==> src/rtl/lift_car_ctrl.sv <==
// Single-car lift controller: latches car/hall calls, serves them collectively in
// the current direction, runs the door dwell, and handles emergency stop and faults.
module lift_car_ctrl #(
  parameter  int N            = 3,
  parameter  int DELAY_CYCLES = 50,
  parameter  int TRAVEL_LIMIT = 1000,
  localparam int CW           = (N > 1) ? $clog2(N) : 1
) (
  input  logic          clk,
  input  logic          rst_n,
  input  logic [N-1:0]  i_l,
  input  logic [N-1:0]  i_u,
  input  logic [N-1:0]  i_d,
  input  logic [N-1:0]  sf,
  input  logic [N-2:0]  si,
  input  logic          door_obs,
  input  logic          estop,
  output logic          STOP,
  output logic          UP,
  output logic          D,
  output logic          v,
  output logic [CW-1:0] c,
  output logic [N-1:0]  Rc,
  output logic [N-1:0]  Ru,
  output logic [N-1:0]  Rd,
  output logic          fault
);
  localparam int DW = (DELAY_CYCLES > 1) ? $clog2(DELAY_CYCLES) : 1;
  localparam int TW = (TRAVEL_LIMIT > 1) ? $clog2(TRAVEL_LIMIT) : 1;
  localparam logic [DW-1:0] DWELL_LOAD  = DW'(DELAY_CYCLES - 1);
  localparam logic [TW-1:0] TRAVEL_LAST = TW'(TRAVEL_LIMIT - 1);
  localparam logic [N-1:0]  U_VALID     = {1'b0, {(N-1){1'b1}}};
  localparam logic [N-1:0]  D_VALID     = {{(N-1){1'b1}}, 1'b0};

  typedef enum logic [2:0] {S_IDLE, S_MOVE, S_DOOR, S_ESTOP, S_FAULT} state_t;

  state_t          state, state_nxt;
  logic [DW-1:0]   dcnt, dcnt_nxt;
  logic [TW-1:0]   tcnt, tcnt_nxt;
  logic            v_q, up_nxt;
  logic            srv_u, srv_d, srv_u_nxt, srv_d_nxt;
  logic [2*N-2:0]  sens_q;
  logic [N-1:0]    press_c, press_u, press_d, clr_c, clr_u, clr_d, any_req;
  logic            sf_one, sf_multi, sens_chg, timeout;
  logic [CW-1:0]   sf_idx;
  logic            ahead_up, ahead_dn, ahead_fwd, ahead_rev;
  logic            open_door, flip, reload;

  assign any_req   = Rc | Ru | Rd;
  assign sens_chg  = ({sf, si} != sens_q);
  assign ahead_fwd = UP ? ahead_up : ahead_dn;
  assign ahead_rev = UP ? ahead_dn : ahead_up;
  assign timeout   = (state == S_MOVE) && !sens_chg && (tcnt == TRAVEL_LAST);

  always_comb begin
    // NOTE: every variable written here gets a default first, so no latch can be inferred.
    sf_one   = 1'b0;
    sf_multi = 1'b0;
    sf_idx   = '0;
    ahead_up = 1'b0;
    ahead_dn = 1'b0;
    for (int k = 0; k < N; k++) begin
      if (sf[k]) begin
        if (sf_one) sf_multi = 1'b1;
        sf_one = 1'b1;
        sf_idx = CW'(k);
      end
      if (any_req[k] && (k > int'(c))) ahead_up = 1'b1;
      if (any_req[k] && (k < int'(c))) ahead_dn = 1'b1;
    end
    sf_one = sf_one & ~sf_multi;
  end

  always_comb begin
    state_nxt = state;
    up_nxt    = UP;
    dcnt_nxt  = dcnt;
    tcnt_nxt  = tcnt;
    srv_u_nxt = srv_u;
    srv_d_nxt = srv_d;
    press_c   = i_l;
    press_u   = i_u & U_VALID;
    press_d   = i_d & D_VALID;
    clr_c     = '0;
    clr_u     = '0;
    clr_d     = '0;
    open_door = 1'b0;
    flip      = 1'b0;
    reload    = 1'b0;

    if (sf_multi || timeout || state == S_FAULT) begin
      state_nxt = S_FAULT;
    end else if (estop) begin
      state_nxt = S_ESTOP;
    end else begin
      case (state)
        S_IDLE: begin
          tcnt_nxt = '0;
          // An opposite-direction call here only opens the door once nothing lies ahead,
          // otherwise the door would reopen forever without serving it.
          if (v && (Rc[c] | (UP ? Ru[c] : Rd[c]) | ((UP ? Rd[c] : Ru[c]) & ~ahead_fwd)))
            open_door = 1'b1;
          else if (ahead_fwd)
            state_nxt = S_MOVE;
          else if (ahead_rev) begin
            up_nxt    = ~UP;
            state_nxt = S_MOVE;
          end
        end
        S_MOVE: begin
          tcnt_nxt = sens_chg ? '0 : tcnt + 1'b1;
          if (v && !v_q)
            open_door = Rc[c] | (UP ? (Ru[c] | (Rd[c] & ~ahead_up) | (c == CW'(N-1)))
                                    : (Rd[c] | (Ru[c] & ~ahead_dn) | (c == '0)));
        end
        S_DOOR: begin
          tcnt_nxt   = '0;
          reload     = door_obs | press_c[c] | (srv_u & press_u[c]) | (srv_d & press_d[c]);
          press_c[c] = 1'b0;
          if (srv_u) press_u[c] = 1'b0;
          if (srv_d) press_d[c] = 1'b0;
          if (reload)            dcnt_nxt  = DWELL_LOAD;
          else if (dcnt == '0)   state_nxt = S_IDLE;
          else                   dcnt_nxt  = dcnt - 1'b1;
        end
        S_ESTOP: state_nxt = S_IDLE;
        default: ;
      endcase
    end

    if (open_door) begin
      flip      = ~ahead_fwd;
      state_nxt = S_DOOR;
      dcnt_nxt  = DWELL_LOAD;
      srv_u_nxt = UP | flip;
      srv_d_nxt = ~UP | flip;
      clr_c[c]  = 1'b1;
      clr_u[c]  = srv_u_nxt;
      clr_d[c]  = srv_d_nxt;
      if (flip) up_nxt = ~UP;
    end
  end

  always_ff @(posedge clk) begin
    // NOTE: sequential state uses non-blocking assignments so every flop samples pre-edge values.
    if (!rst_n) begin
      state  <= S_IDLE;
      STOP   <= 1'b1;
      UP     <= 1'b1;
      D      <= 1'b0;
      v      <= 1'b0;
      c      <= '0;
      Rc     <= '0;
      Ru     <= '0;
      Rd     <= '0;
      fault  <= 1'b0;
      dcnt   <= '0;
      tcnt   <= '0;
      v_q    <= 1'b0;
      sens_q <= '0;
      srv_u  <= 1'b0;
      srv_d  <= 1'b0;
    end else begin
      state  <= state_nxt;
      UP     <= up_nxt;
      dcnt   <= dcnt_nxt;
      tcnt   <= tcnt_nxt;
      srv_u  <= srv_u_nxt;
      srv_d  <= srv_d_nxt;
      Rc     <= (Rc | press_c) & ~clr_c;
      Ru     <= (Ru | press_u) & ~clr_u;
      Rd     <= (Rd | press_d) & ~clr_d;
      v      <= sf_one;
      if (sf_one) c <= sf_idx;
      v_q    <= v;
      sens_q <= {sf, si};
      STOP   <= (state_nxt != S_MOVE);
      D      <= (state_nxt == S_DOOR);
      fault  <= (state_nxt == S_FAULT);
    end
  end
endmodule

==> config.mk <==
export PLATFORM = sky130hd
export DESIGN_NAME = lift_car_ctrl
export DESIGN_NICKNAME = d
export VERILOG_FILES = /design/src/rtl/lift_car_ctrl.sv
export SDC_FILE = /design/constraint.sdc
export NUM_CORES = 1
export LEC_CHECK = 0
export CORE_ASPECT_RATIO = 0.8
export CORE_MARGIN = 2
export CORE_UTILIZATION = 55
export CTS_CLUSTER_SIZE = 28
export DETAILED_ROUTE_END_ITERATION = 12
export PLACE_DENSITY = 0.81
export SYNTH_ARGS = -nofsm -noshare
export SYNTH_HDL_FRONTEND = slang
export SYNTH_SLANG_ARGS = --single-unit
==> constraint.sdc <==
create_clock -name clk -period 2.7 [get_ports clk]
set_input_delay 0.54 -clock clk [delete_from_list [all_inputs] [get_ports clk]]
set_output_delay 0.54 -clock clk [all_outputs]
set_load 0.01 [all_outputs]
==> results.md, run 1 <==
* Status: complete, no violations
* Diode count at 0
* Leak at 1.09 nW
* Post-synthesis instance total at 287
* EDFF count, synth at 0
* Worst vdd ir at 0.311 mV
* Combinational family with the most area after synthesis: simple AND/OR/NAND/NOR gates
* Worst path top cell family by delay: compound AO/OA/AOI/OAI gates
* Die area at 0.00523 mm^2
* Final setup violation count at 0
* Max-Slew Margin vs Limit at 62.8%
* Maximum fanout along the worst path at 3
* Crit share post-route at 90.4%
* Share of flip-flops with an asynchronous set or reset at 0%
* Final hold vios at 0
* Final cell count without fillers at 386
* Setup tns final at 0 ns
* Post-cts hold buffer count at 0
* Netlist Area Pre-Place at 0.00256 mm^2
* CP Capture Type: flip-flop
* Post-DR vias/cell at 5.96
* Layout Skew at 0.00752 ns
* Post-synthesis mux area share at 2.34%
* Syn-to-layout area delta at 20.0%
* Post-synth top flop: dfxtp_1
* Warnings, synthesis at 0
* ANT nets after route at 0
* Grt ovf at 0
* Layout fillers at 384
* Starting Density at 56.5%
* Power Dens Cells at 481 mW/mm^2
* Hpwl dp at 4.29 mm
* Syn_nets at 307
* CTS HTree Levels at 2
* XOR/XNOR Fraction of Synth Area at 3.76%
* Routability cong. at 0.896
* Total I/O pin count at 34
* CTS resizes at 0
* Post-layout min period at 2.44 ns
* Worst-margin pin slew at 0.557 ns
* CP arrival at 2.67 ns
* Fmax at 410 MHz
* Met3 wire length at 423 um
* Buf+Inv Stages, Crit Path at 2
* Vias at 2,299
* Unrepaired setup endpoints after global routing: no
* First-pass GRT wire length at 10.3 mm
* Max_cap viols at 0
* Mean routed wirelength per cell at 15.6 um
* Design area at 0.00308 mm^2
* Post-layout total power at 1.48 mW
* #FFs+latches synth at 43
* WL met2 at 2.60 mm
* Final wirelength at 6.02 mm
* Peak per-stage delay on the critical path at 0.43 ns
* Worst-Skew Late Latency at 0.30 ns
* Critical-path cell list: clkdlybuf4s50_1 -> a2111oi_0 -> a311oi_1 -> buf_4 -> or3_1 -> or3_1 -> a211oi_2
* CP most frequent cell: or3_1
* Simple-Gate Fraction of Synth Area at 28.1%
* Root Buffer: clkbuf_8
* Core ar. at 0.00454 mm^2
* M1 WL at 2.93 mm
* Synthesized area per cell at 8.94 um^2
* Adder-Cell Fraction of Synth Area at 1.41%
* Post-synthesis compound-gate area fraction at 25.9%
* Critical Path RT at 2.93 ns
* Yosys cell types at 76
* Slowest CP cell: a2111oi_0
* Die Span Y at 65.1 um
* Clk sink count at 43
* Top Layer Used: met4
* Row Count at 22
* Post-CTS setup buffers at 0
* CTS tree: built
* Residual DRC at 0
* Die W at 80.4 um
* TritonCTS buffer count at 5
* Slew Limit Fails at 0
* Pre-Repair DR Iteration Count at 7
* Layout Nets at 346
* DR iter-0 viols at 229
* Post-placement cell area at 0.00298 mm^2
* CP Class: input port to flip-flop
* Startpoint type of the worst setup path: input port
* Largest net degree at the start of global routing at 17
* Final Core Density at 67.8%
* CTS max path bufs at 2
* GRT Overall Usage at 25.2%
* Initial antenna violation count at 0
* Port Buffers at 31
* Placed cells at 379
* Layout cells sized above 1 at 16.9%
* Class of the worst hold path: flip-flop to flip-flop
* Register area share after synthesis at 33.6%
* Number of global-route vias before repair at 2,165
* Clock transition at path regs at 0.08 ns
through the flow:
step | setup WS (ns) | hold WS [ns]
6_report | 0.260 | 0.476
5_1_grt | 0.127 | 0.497
4_1_cts | 0.299 | 0.477
3_5_place_dp | -0.0105 | 0.466
2_1_floorplan | 0.482 | 0.452
3_3_place_gp | 0.0122 | 0.463
logic make-up after synthesis:
group	count (synthesis)
AND/OR/NAND/NOR	114
AO/OA/AOI/OAI	87
flip-flops	43
buffers and inverters	23
XOR/XNOR	11
multiplexers	6
adder cells (fa/ha/maj)	3
state kept, by name (all words and copies together), names as in the netlist:
name	count
v	1
UP	1
fault	1
Rc	3
v_q	1
STOP	1
dcnt	6
srv_d	1
srv_u	1
tcnt	10
Ru	3
Rd	3
c	2
D	1
state	3
sens_q	5
report_power, final:
part	internal, mW	switching [mW]
registers	0.660	0.0346
logic	0.140	0.152
clock network	0.271	0.224
layout by cell type (no fill, tap or decap), types with 4 or more instances in the layout:
master | netlist | final
and2_1 | 7 | 7
buf_4 | 1 | 12
inv_1 | 10 | 10
a211oi_2 | 5 | 5
xor2_1 | 6 | 6
o21ai_0 | 13 | 13
nand3_1 | 10 | 10
clkdlybuf4s50_1 | 0 | 31
nor2_1 | 27 | 27
o31ai_1 | 4 | 4
dfxtp_1 | 43 | 43
nand2_1 | 21 | 21
clkbuf_8 | 0 | 5
or4_1 | 5 | 5
xnor2_1 | 5 | 5
a21oi_1 | 24 | 24
nand2b_1 | 5 | 5
mux2i_1 | 6 | 6
or3_1 | 4 | 4
nor3_1 | 5 | 5
tightest hold or removal path, stage by stage, from the launching register on:
cell	delay [ns]
dfxtp_1	0.34
nand2_1	0.06
a31oi_1	0.04
area by class of cell:
cell class	count	area, um^2	share of cell area, %
well taps	60	75.1	2.44
inverters	11	41.3	1.34
repair buffers	44	420	13.7
flip-flops and latches	43	861	28.0
multi-input cells	221	1580	51.3
clock buffers	6	72.6	2.36
clock inverters	1	30.0	0.976
layer usage:
metal  global-route usage (%)  vias to the layer above
li1                         -                     1139
met1                     36.9                     1054
met2                     36.8                       97
met3                     4.74                        9
met4                     8.90                        0
met5                        0                        -
synth_stat cells, types with 4 or more instances:
| cell | count | area, um^2 |
|---|---|---|
| o31ai_1 | 4 | 30.0 |
| buf_6 | 4 | 45.0 |
| and2_1 | 7 | 43.8 |
| a211oi_2 | 5 | 62.6 |
| mux2i_1 | 6 | 60.1 |
| nand2b_1 | 5 | 31.3 |
| or4_1 | 5 | 37.5 |
| dfxtp_1 | 43 | 861 |
| xor2_1 | 6 | 52.6 |
| nor3_1 | 5 | 25.0 |
| o21ai_0 | 13 | 65.1 |
| buf_2 | 5 | 25.0 |
| nand2_1 | 21 | 78.8 |
| a21oi_1 | 24 | 120 |
| nand3_1 | 10 | 50.1 |
| xnor2_1 | 5 | 43.8 |
| inv_1 | 10 | 37.5 |
| or3_1 | 4 | 25.0 |
| nor2_1 | 27 | 101 |
final timing paths:
| kind | startpoint | endpoint | slack [ns] | depth (start not counted) |
|---|---|---|---|---|
| min | Rd[0] | Rd[0] | 0.48 | 2 |
| min reg2reg | Rd[0] | Rd[0] | 0.48 | 2 |
| max reg2reg | c[1] | Ru[2] | 0.30 | 6 |
| max | i_u[0] | dcnt[1] | 0.26 | 7 |
(Power assumes the default switching activity.)
==> inputs of run 2 (changes only) <==
Settings changed: SETUP_SLACK_MARGIN from default to 0.1.
==> results of run 2 <==
No change in the layout: final DEF, timing and power equal those of run 1.
